**src/rtl/dp_sequencer.sv**
```systemverilog
// Sequencer that issues one instruction at a time to a register-file/ALU datapath and returns its result.
// Optional sticky overflow flag is enabled with `define DP_SEQ_STICKY_OVF_EN.
module dp_sequencer #(
    parameter int CNT_W = 16
) (
    input  logic             clk,
    input  logic             rst,
    input  logic             instr_valid,
    input  logic [9:0]       instr,
    output logic             instr_ready,
    output logic [2:0]       ALUControl,
    output logic [1:0]       addr1,
    output logic [1:0]       addr2,
    output logic [1:0]       addr3,
    output logic             wr,
    input  logic [31:0]      Result,
    input  logic             Zero,
    input  logic             Overflow,
    output logic             res_valid,
    input  logic             res_ready,
    output logic [31:0]      res_data,
    output logic             res_zero,
    output logic             res_ovf,
    output logic [CNT_W-1:0] op_count,
    output logic             ovf_sticky
);

    localparam logic [1:0] IDLE  = 2'd0;
    localparam logic [1:0] EXEC  = 2'd1;
    localparam logic [1:0] WRITE = 2'd2;
    localparam logic [1:0] DONE  = 2'd3;

    logic [1:0] state;
    logic [1:0] state_nxt;
    logic       we_p0;
    logic       accept;
    logic       capture;
    logic       handshake;

    // instr_ready also looks at rst directly so it drops the instant reset asserts
    assign instr_ready = (state == IDLE) && rst;
    assign accept      = instr_valid && instr_ready;
    assign capture     = (state == WRITE);
    assign res_valid   = (state == DONE);
    assign handshake   = res_valid && res_ready;
    assign wr          = (state == WRITE) && we_p0;

    always_comb begin
        state_nxt = state;
        case (state)
            IDLE:    if (accept) state_nxt = EXEC;
            EXEC:    state_nxt = WRITE;
            WRITE:   state_nxt = DONE;
            DONE:    if (res_ready) state_nxt = IDLE;
            default: state_nxt = IDLE;
        endcase
    end

    always_ff @(posedge clk or negedge rst) begin
        if (!rst) begin
            state <= IDLE;
        end else begin
            state <= state_nxt;
        end
    end

    // Stage p0: instruction fields, held on the datapath until the next accept
    always_ff @(posedge clk or negedge rst) begin
        if (!rst) begin
            we_p0      <= 1'b0;
            ALUControl <= 3'd0;
            addr1      <= 2'd0;
            addr2      <= 2'd0;
            addr3      <= 2'd0;
        end else if (accept) begin
            we_p0      <= instr[9];
            ALUControl <= instr[8:6];
            addr1      <= instr[5:4];
            addr2      <= instr[3:2];
            addr3      <= instr[1:0];
        end
    end

    // Result stage: sampled on the same edge the register file is written
    always_ff @(posedge clk or negedge rst) begin
        if (!rst) begin
            res_data <= 32'd0;
            res_zero <= 1'b0;
            res_ovf  <= 1'b0;
        end else if (capture) begin
            res_data <= Result;
            res_zero <= Zero;
            res_ovf  <= Overflow;
        end
    end

    always_ff @(posedge clk or negedge rst) begin
        if (!rst) begin
            op_count <= '0;
        end else if (handshake) begin
            op_count <= op_count + CNT_W'(1);
        end
    end

`ifdef DP_SEQ_STICKY_OVF_EN
    always_ff @(posedge clk or negedge rst) begin
        if (!rst) begin
            ovf_sticky <= 1'b0;
        end else if (capture && Overflow) begin
            ovf_sticky <= 1'b1;
        end
    end
`else
    assign ovf_sticky = 1'b0;
`endif

endmodule
```
**config.mk**
```make
export PLATFORM = sky130hd
export DESIGN_NAME = dp_sequencer
export DESIGN_NICKNAME = d
export VERILOG_FILES = /design/src/rtl/dp_sequencer.sv
export SDC_FILE = /design/constraint.sdc
export NUM_CORES = 1
export LEC_CHECK = 0
export ABC_CLOCK_PERIOD_IN_PS = 2200
export CAP_MARGIN = 20
export CORE_MARGIN = 4
export CORE_UTILIZATION = 45
export CTS_CLUSTER_DIAMETER = 60
export DETAILED_ROUTE_END_ITERATION = 16
export HOLD_SLACK_MARGIN = 0.15
export PLACE_DENSITY = 0.85
export SLEW_MARGIN = 5
export SYNTH_ARGS = -nofsm -noshare
export SYNTH_HDL_FRONTEND = slang
export SYNTH_SLANG_ARGS = --single-unit
```
**constraint.sdc**
```tcl
create_clock -name clk -period 2.2 [get_ports clk]
set_input_delay 0.55 -clock clk [delete_from_list [all_inputs] [get_ports clk]]
set_output_delay 0.55 -clock clk [all_outputs]
set_load 0.1 [all_outputs]
```
==> out/results.ini, run 1 <==
[yosys]
ys.warnings.count=0
syn_area_per_cell_um2=14.8
synth.distinct_cells=26
syn_nets=221
synth-seq-area-share=0.620
synth_cells=169
ys_ff_latch=62
syn_area_um2=2500

[floorplan]
io_pins=111
design.core.area_um2=5240
initial_core_util=0.478
dieHeight_um=82.6
die_w_um=82.6
die_area_um2=6820
num_rows=26

[sta]
timing.final.crit_share=0.890
slew_headroom=0.495
skew_ps=7.53
tightest_slew_ps=757
fmax_ghz=0.511
tns_ps=0
hold_slack_ps=395
setup_viol_count_final=0
fin_crit_ps=1960
rsz0062_at_grt=no
drv_slew=0
finalHoldViolCount=0

[place]
place_hpwl_mm=4.22
gp_congestion=0.734
io_buffer_count=109

[clocking]
clkLatencyLatePin_ps=330
root_buffer=clkbuf_8
cts_tree=built
cts_resized=0
numCtsBuffers=9
cts_sinks=62
clkTransAtPathRegs_ps=70
clockBufferDepth=2
holdBufCountCts=0
cts_max_level=3
postCtsSetupBuffers=0

[worst_setup_path]
cp_max_fo=3
reg2reg_from=state[0]
slowest_stage=dfrtp_1
cp-start-kind=flip-flop
critPathMaxStageDelay_ps=400
arrival_ps=1410
required_ps=1650
cp-startpoint=state[0]
crit_chain=inv_1 > ha_1 > and2_2 > buf_12
path_class=reg -> out
critPathCaptureType=output port

[route]
drt-total-wl_mm=5.82
dr_total_vias=1758
wire_per_inst_um=16.1
drt-initial-drc-count=40
ant_nets=0
drc=0
dr.pass1.iters=4
viasPerCell=4.86

[global_routing]
grt_overflow=0
first_global_vias=1838
grt_max_degree=63
grt_pass1_wl_mm=9.20
grt.total_usage=0.186
grt_antenna_before_repair=0
use_met2=0.316
grtUsageMet3=0.0445
use_met1=0.213
grt_most_used_layer=met2

[cells_and_area]
layout_common_cells=63 x buf_4, 62 x dfrtp_1, 46 x mux2_2, 46 x clkdlybuf4s50_1, 13 x clkbuf_8
num_antenna_cells=0
drive_above_1_share=0.473
fin_util=0.722
syn2layout_area_growth_pct=51.1
final_nets=339
final_common_cell=buf_4

[min_path]
hp-class=in -> async

[flow_run]
maxCapViolCount=0

[outcome]
status=finished, final reports clean

-- through the flow --
stage          cells  setup WS (ps)  instance area (um2)
2_1_floorplan    169           96.9                 2510
3_3_place_gp     346            197                 3560
3_5_place_dp     346            151                 3560
4_1_cts          362            207                 3780
5_1_grt          362            183                 3780
6_report         362            241                 3780
-- worst max-delay path: cells and delay by family (launching register included) --
kind	cells	cell delay, ps
fa+ha+maj	1	210
simple gates	1	200
flops	1	400
buf+inv	2	270
-- cells in the mapped netlist --
cell type	number	area share
dfrtp_1	62	0.62
mux2_2	46	0.21
xor2_1	8	0.028
xnor2_1	7	0.024
buf_2	5	0.010
nand2_1	5	0.0075
nand3_1	5	0.010
ha_1	4	0.020
inv_1	3	0.0045
nor2_1	3	0.0045
nor4_1	3	0.0075
and2_1	2	0.0050
and3_1	2	0.0050
nand4_1	2	0.0050
a21oi_1	1	0.0020
and2b_2	1	0.0035
buf_4	1	0.0030
conb_1	1	0.0015
nand2_2	1	0.0025
nand3_2	1	0.0040
nand4_4	1	0.0085
nor2_2	1	0.0025
nor3_1	1	0.0020
nor3_2	1	0.0040
o32a_1	1	0.0040
or3_4	1	0.0045
-- worst paths after layout --
kind	end	slack [ps]	cells after the start
min reg2reg	op_count[15]	470	1
min	res_data[16]	400	2
max	instr_ready	240	4
min in group clk	op_count[15]	470	1
max in group asynchronous	res_zero	1320	2
max reg2reg	state[1]	480	6
-- registers in the layout, indices dropped and copies added, names as in the netlist --
name	count
res_data	32
we_p0	1
res_ovf	1
state	2
addr1	2
addr2	2
ALUControl	3
op_count	16
addr3	2
res_zero	1
-- cells by family (layout without fill, tap and decap cells) --
family	count (synthesis)	in the layout	share of synthesized area
compound gates	2	2	0.00600
xor+xnor	15	15	0.0525
fa+ha+maj	4	4	0.0200
buf+inv	9	132	0.0175
flops	62	62	0.620
mux	46	46	0.207
other cells	1	1	0.00150
simple gates	30	30	0.0760
-- final cells by class --
type                    count  area (um2)
clock buffers              14         183
clock inverters             2        37.5
fillers                   356        1460
inverters                   3        11.3
multi-input cells          98         913
flip-flops and latches     62        1550
well taps                  70        87.6
repair buffers            113         998
-- metal layers --
layer | part of all wire | routed length, um
met1 | 0.39 | 2270
met2 | 0.50 | 2930
met3 | 0.081 | 471
met4 | 0.024 | 142
met5 | 0 | 0
Power of run 1 is left out: the tool's default activity adds up to more than one toggle a clock period on the data nets, which glitch-free logic cannot reach.
==> inputs of run 2 (changes only) <==
- GPL_TIMING_DRIVEN: default -> 0
==> out/results.ini, run 2 (synthesis gave the netlist of run 1 again) <==
[global_routing]
grt_antenna_before_repair=0  ; unchanged
grt.total_usage=0.178  ; was 0.186
grt_overflow=0  ; unchanged
grt_pass1_wl_mm=8.85  ; was 9.20 mm
grt_max_degree=64  ; was 63
first_global_vias=1848  ; was 1838

[cells_and_area]
final_common_cell=dfrtp_1  ; was buf_4
syn2layout_area_growth_pct=52.6  ; was 51.1%
final_cells=362  ; unchanged
multi_input_area_um2=917  ; was 913 um2
drive_above_1_share=0.298  ; was 0.473
nFillCells=385  ; was 356
layout_common_cells=62 x dfrtp_1, 48 x dlygate4sd2_1, 46 x mux2_2, 46 x clkdlybuf4s50_1, 12 x clkbuf_8  ; was 63 x buf_4, 62 x dfrtp_1, 46 x mux2_2, 46 x clkdlybuf4s50_1, 13 x clkbuf_8
regMostFlops=res_data  ; unchanged
num_antenna_cells=0  ; unchanged
largestRegisters=res_data: 32 flops, op_count: 16 flops, ALUControl: 3 flops  ; unchanged
final_nets=341  ; was 339
largest_register_ffs=32  ; unchanged
seqCellArea_um2=1550  ; unchanged

[worst_setup_path]
critPathMaxStageDelay_ps=850  ; was 400 ps
cp_max_fo=5  ; was 3
critPathCaptureType=output port  ; unchanged
cp-start-kind=flip-flop  ; unchanged
crit_buf_inv=1  ; was 2
reg2reg_from=state[1]  ; was state[0]
arrival_ps=1610  ; was 1410 ps
slowest_stage=clkdlybuf4s15_1  ; was dfrtp_1
path_class=reg -> out  ; unchanged
reg2reg_to=addr3[1]  ; was state[1]
required_ps=1650  ; about the same
r2r_slack_ps=550  ; was 480 ps
crit_chain=clkdlybuf4s15_1  ; was inv_1 > ha_1 > and2_2 > buf_12
path_delay_family=buffers and inverters  ; was flip-flops
r2r.worst_path.cells=6  ; unchanged

[route]
dr.pass1.iters=4  ; unchanged
wire_per_inst_um=15.4  ; was 16.1 um
drt-initial-drc-count=27  ; was 40
ant_nets=0  ; unchanged
drc=0  ; unchanged
drt-total-wl_mm=5.57  ; was 5.82 mm
dr_total_vias=1739  ; was 1758
viasPerCell=4.80  ; was 4.86

[sta]
drv_slew=0  ; unchanged
tightest_slew_ps=983  ; was 757 ps
finalHoldViolCount=0  ; unchanged
setup_ws_ps=39.1  ; was 241 ps
fmax_ghz=0.463  ; was 0.511 GHz
hold_slack_ps=97.9  ; was 395 ps
setup_viol_count_final=0  ; unchanged
fin_crit_ps=2160  ; was 1960 ps
slew_headroom=0.347  ; was 0.495
skew_ps=6.31  ; was 7.53 ps
timing.final.crit_share=0.982  ; was 0.890
rsz0062_at_grt=yes  ; was no

[min_path]
hp-class=in -> async  ; unchanged

[clocking]
cts_max_level=3  ; unchanged
clockBufferDepth=2  ; unchanged
holdBufCountCts=0  ; unchanged
cts_sinks=62  ; unchanged
numCtsBuffers=9  ; unchanged
postCtsSetupBuffers=0  ; unchanged
clkLatencyLatePin_ps=330  ; about the same
cts_tree=built  ; unchanged
clkTransAtPathRegs_ps=60  ; was 70 ps
root_buffer=clkbuf_8  ; unchanged

[floorplan]
design.core.area_um2=5240  ; unchanged
dieHeight_um=82.6  ; unchanged
die_w_um=82.6  ; unchanged
num_rows=26  ; unchanged
initial_core_util=0.478  ; unchanged
io_pins=111  ; unchanged
die_area_um2=6820  ; unchanged

[place]
place_ws_ps=-997  ; was 151 ps
place_hpwl_mm=4.11  ; was 4.22 mm
io_buffer_count=109  ; unchanged
gp_congestion=0.697  ; was 0.734
place_inst=348  ; was 346

[outcome]
status=finished, final reports clean  ; unchanged

[flow_run]
maxCapViolCount=0  ; unchanged

run 2: cell types whose count changed in the layout (fill, tap and decap cells not counted), moves of 3 or more:
cell,change
buf_4,-62
dlygate4sd2_1,+48
clkdlybuf4s15_1,+5
clkbuf_2,+4
buf_2,+3
clkdlybuf4s15_2,+3
run 2: stage by stage:
| step | area, um2 | util | TNS, ps |
|---|---|---|---|
| final | 3820 | 0.729 | 0 |
| after CTS | 3820 | 0.730 | 0 |
| after detailed placement | 3680 | 0.704 | -2020 |
| after global routing | 3820 | 0.729 | -6.80 |
| after global placement | 3690 | 0.704 | -120970 |
| after floorplan | 2510 | - | 0 |
run 2: worst max path at each step:
stage | startpoint | to | slack [ps] | cells after the start
6_report | op_count[9] | op_count[9] | 40 | 1
5_1_grt | state[0] | wr | -7 | 6
4_1_cts | op_count[5] | op_count[5] | 6 | 1
3_5_place_dp | rst | instr_ready | -1000 | 3
3_3_place_gp | rst | instr_ready | -3030 | 3
2_1_floorplan | op_count[0] | op_count[6] | 100 | 5
run 2: layout make-up:
cell class	count	area share
well taps	70	0.0229
plain buffers	6	0.0128
clock buffers	13	0.0442
clock inverters	1	0.00131
multi-input cells	98	0.240
repair buffers	109	0.270
flip-flops and latches	62	0.406
inverters	3	0.00295
run 2: per-layer routing:
| layer | global-route usage | routed length [um] | vias to the layer above |
|---|---|---|---|
| met5 | 0 | 0 | - |
| met4 | 0.0980 | 140 | 0 |
| met3 | 0.0477 | 399 | 10 |
| met2 | 0.308 | 2870 | 67 |
| met1 | 0.199 | 2160 | 830 |
| li1 | - | - | 832 |
run 2: worst reg2reg max path, delay by kind of cell (launching register included):
family | cells | cell delay (ps)
and+or+nand+nor | 2 | 260
muxes | 1 | 370
adders and majority gates | 1 | 200
buffers and inverters | 2 | 310
DFF | 1 | 400
run 2: what timing repair did:
item,CTS,global route
endpoints found under the setup margin,62,9
resized for setup,91,13
pin swaps,0,0
endpoints found under the hold margin,0,62
Power of run 2 is left out for the same reason.
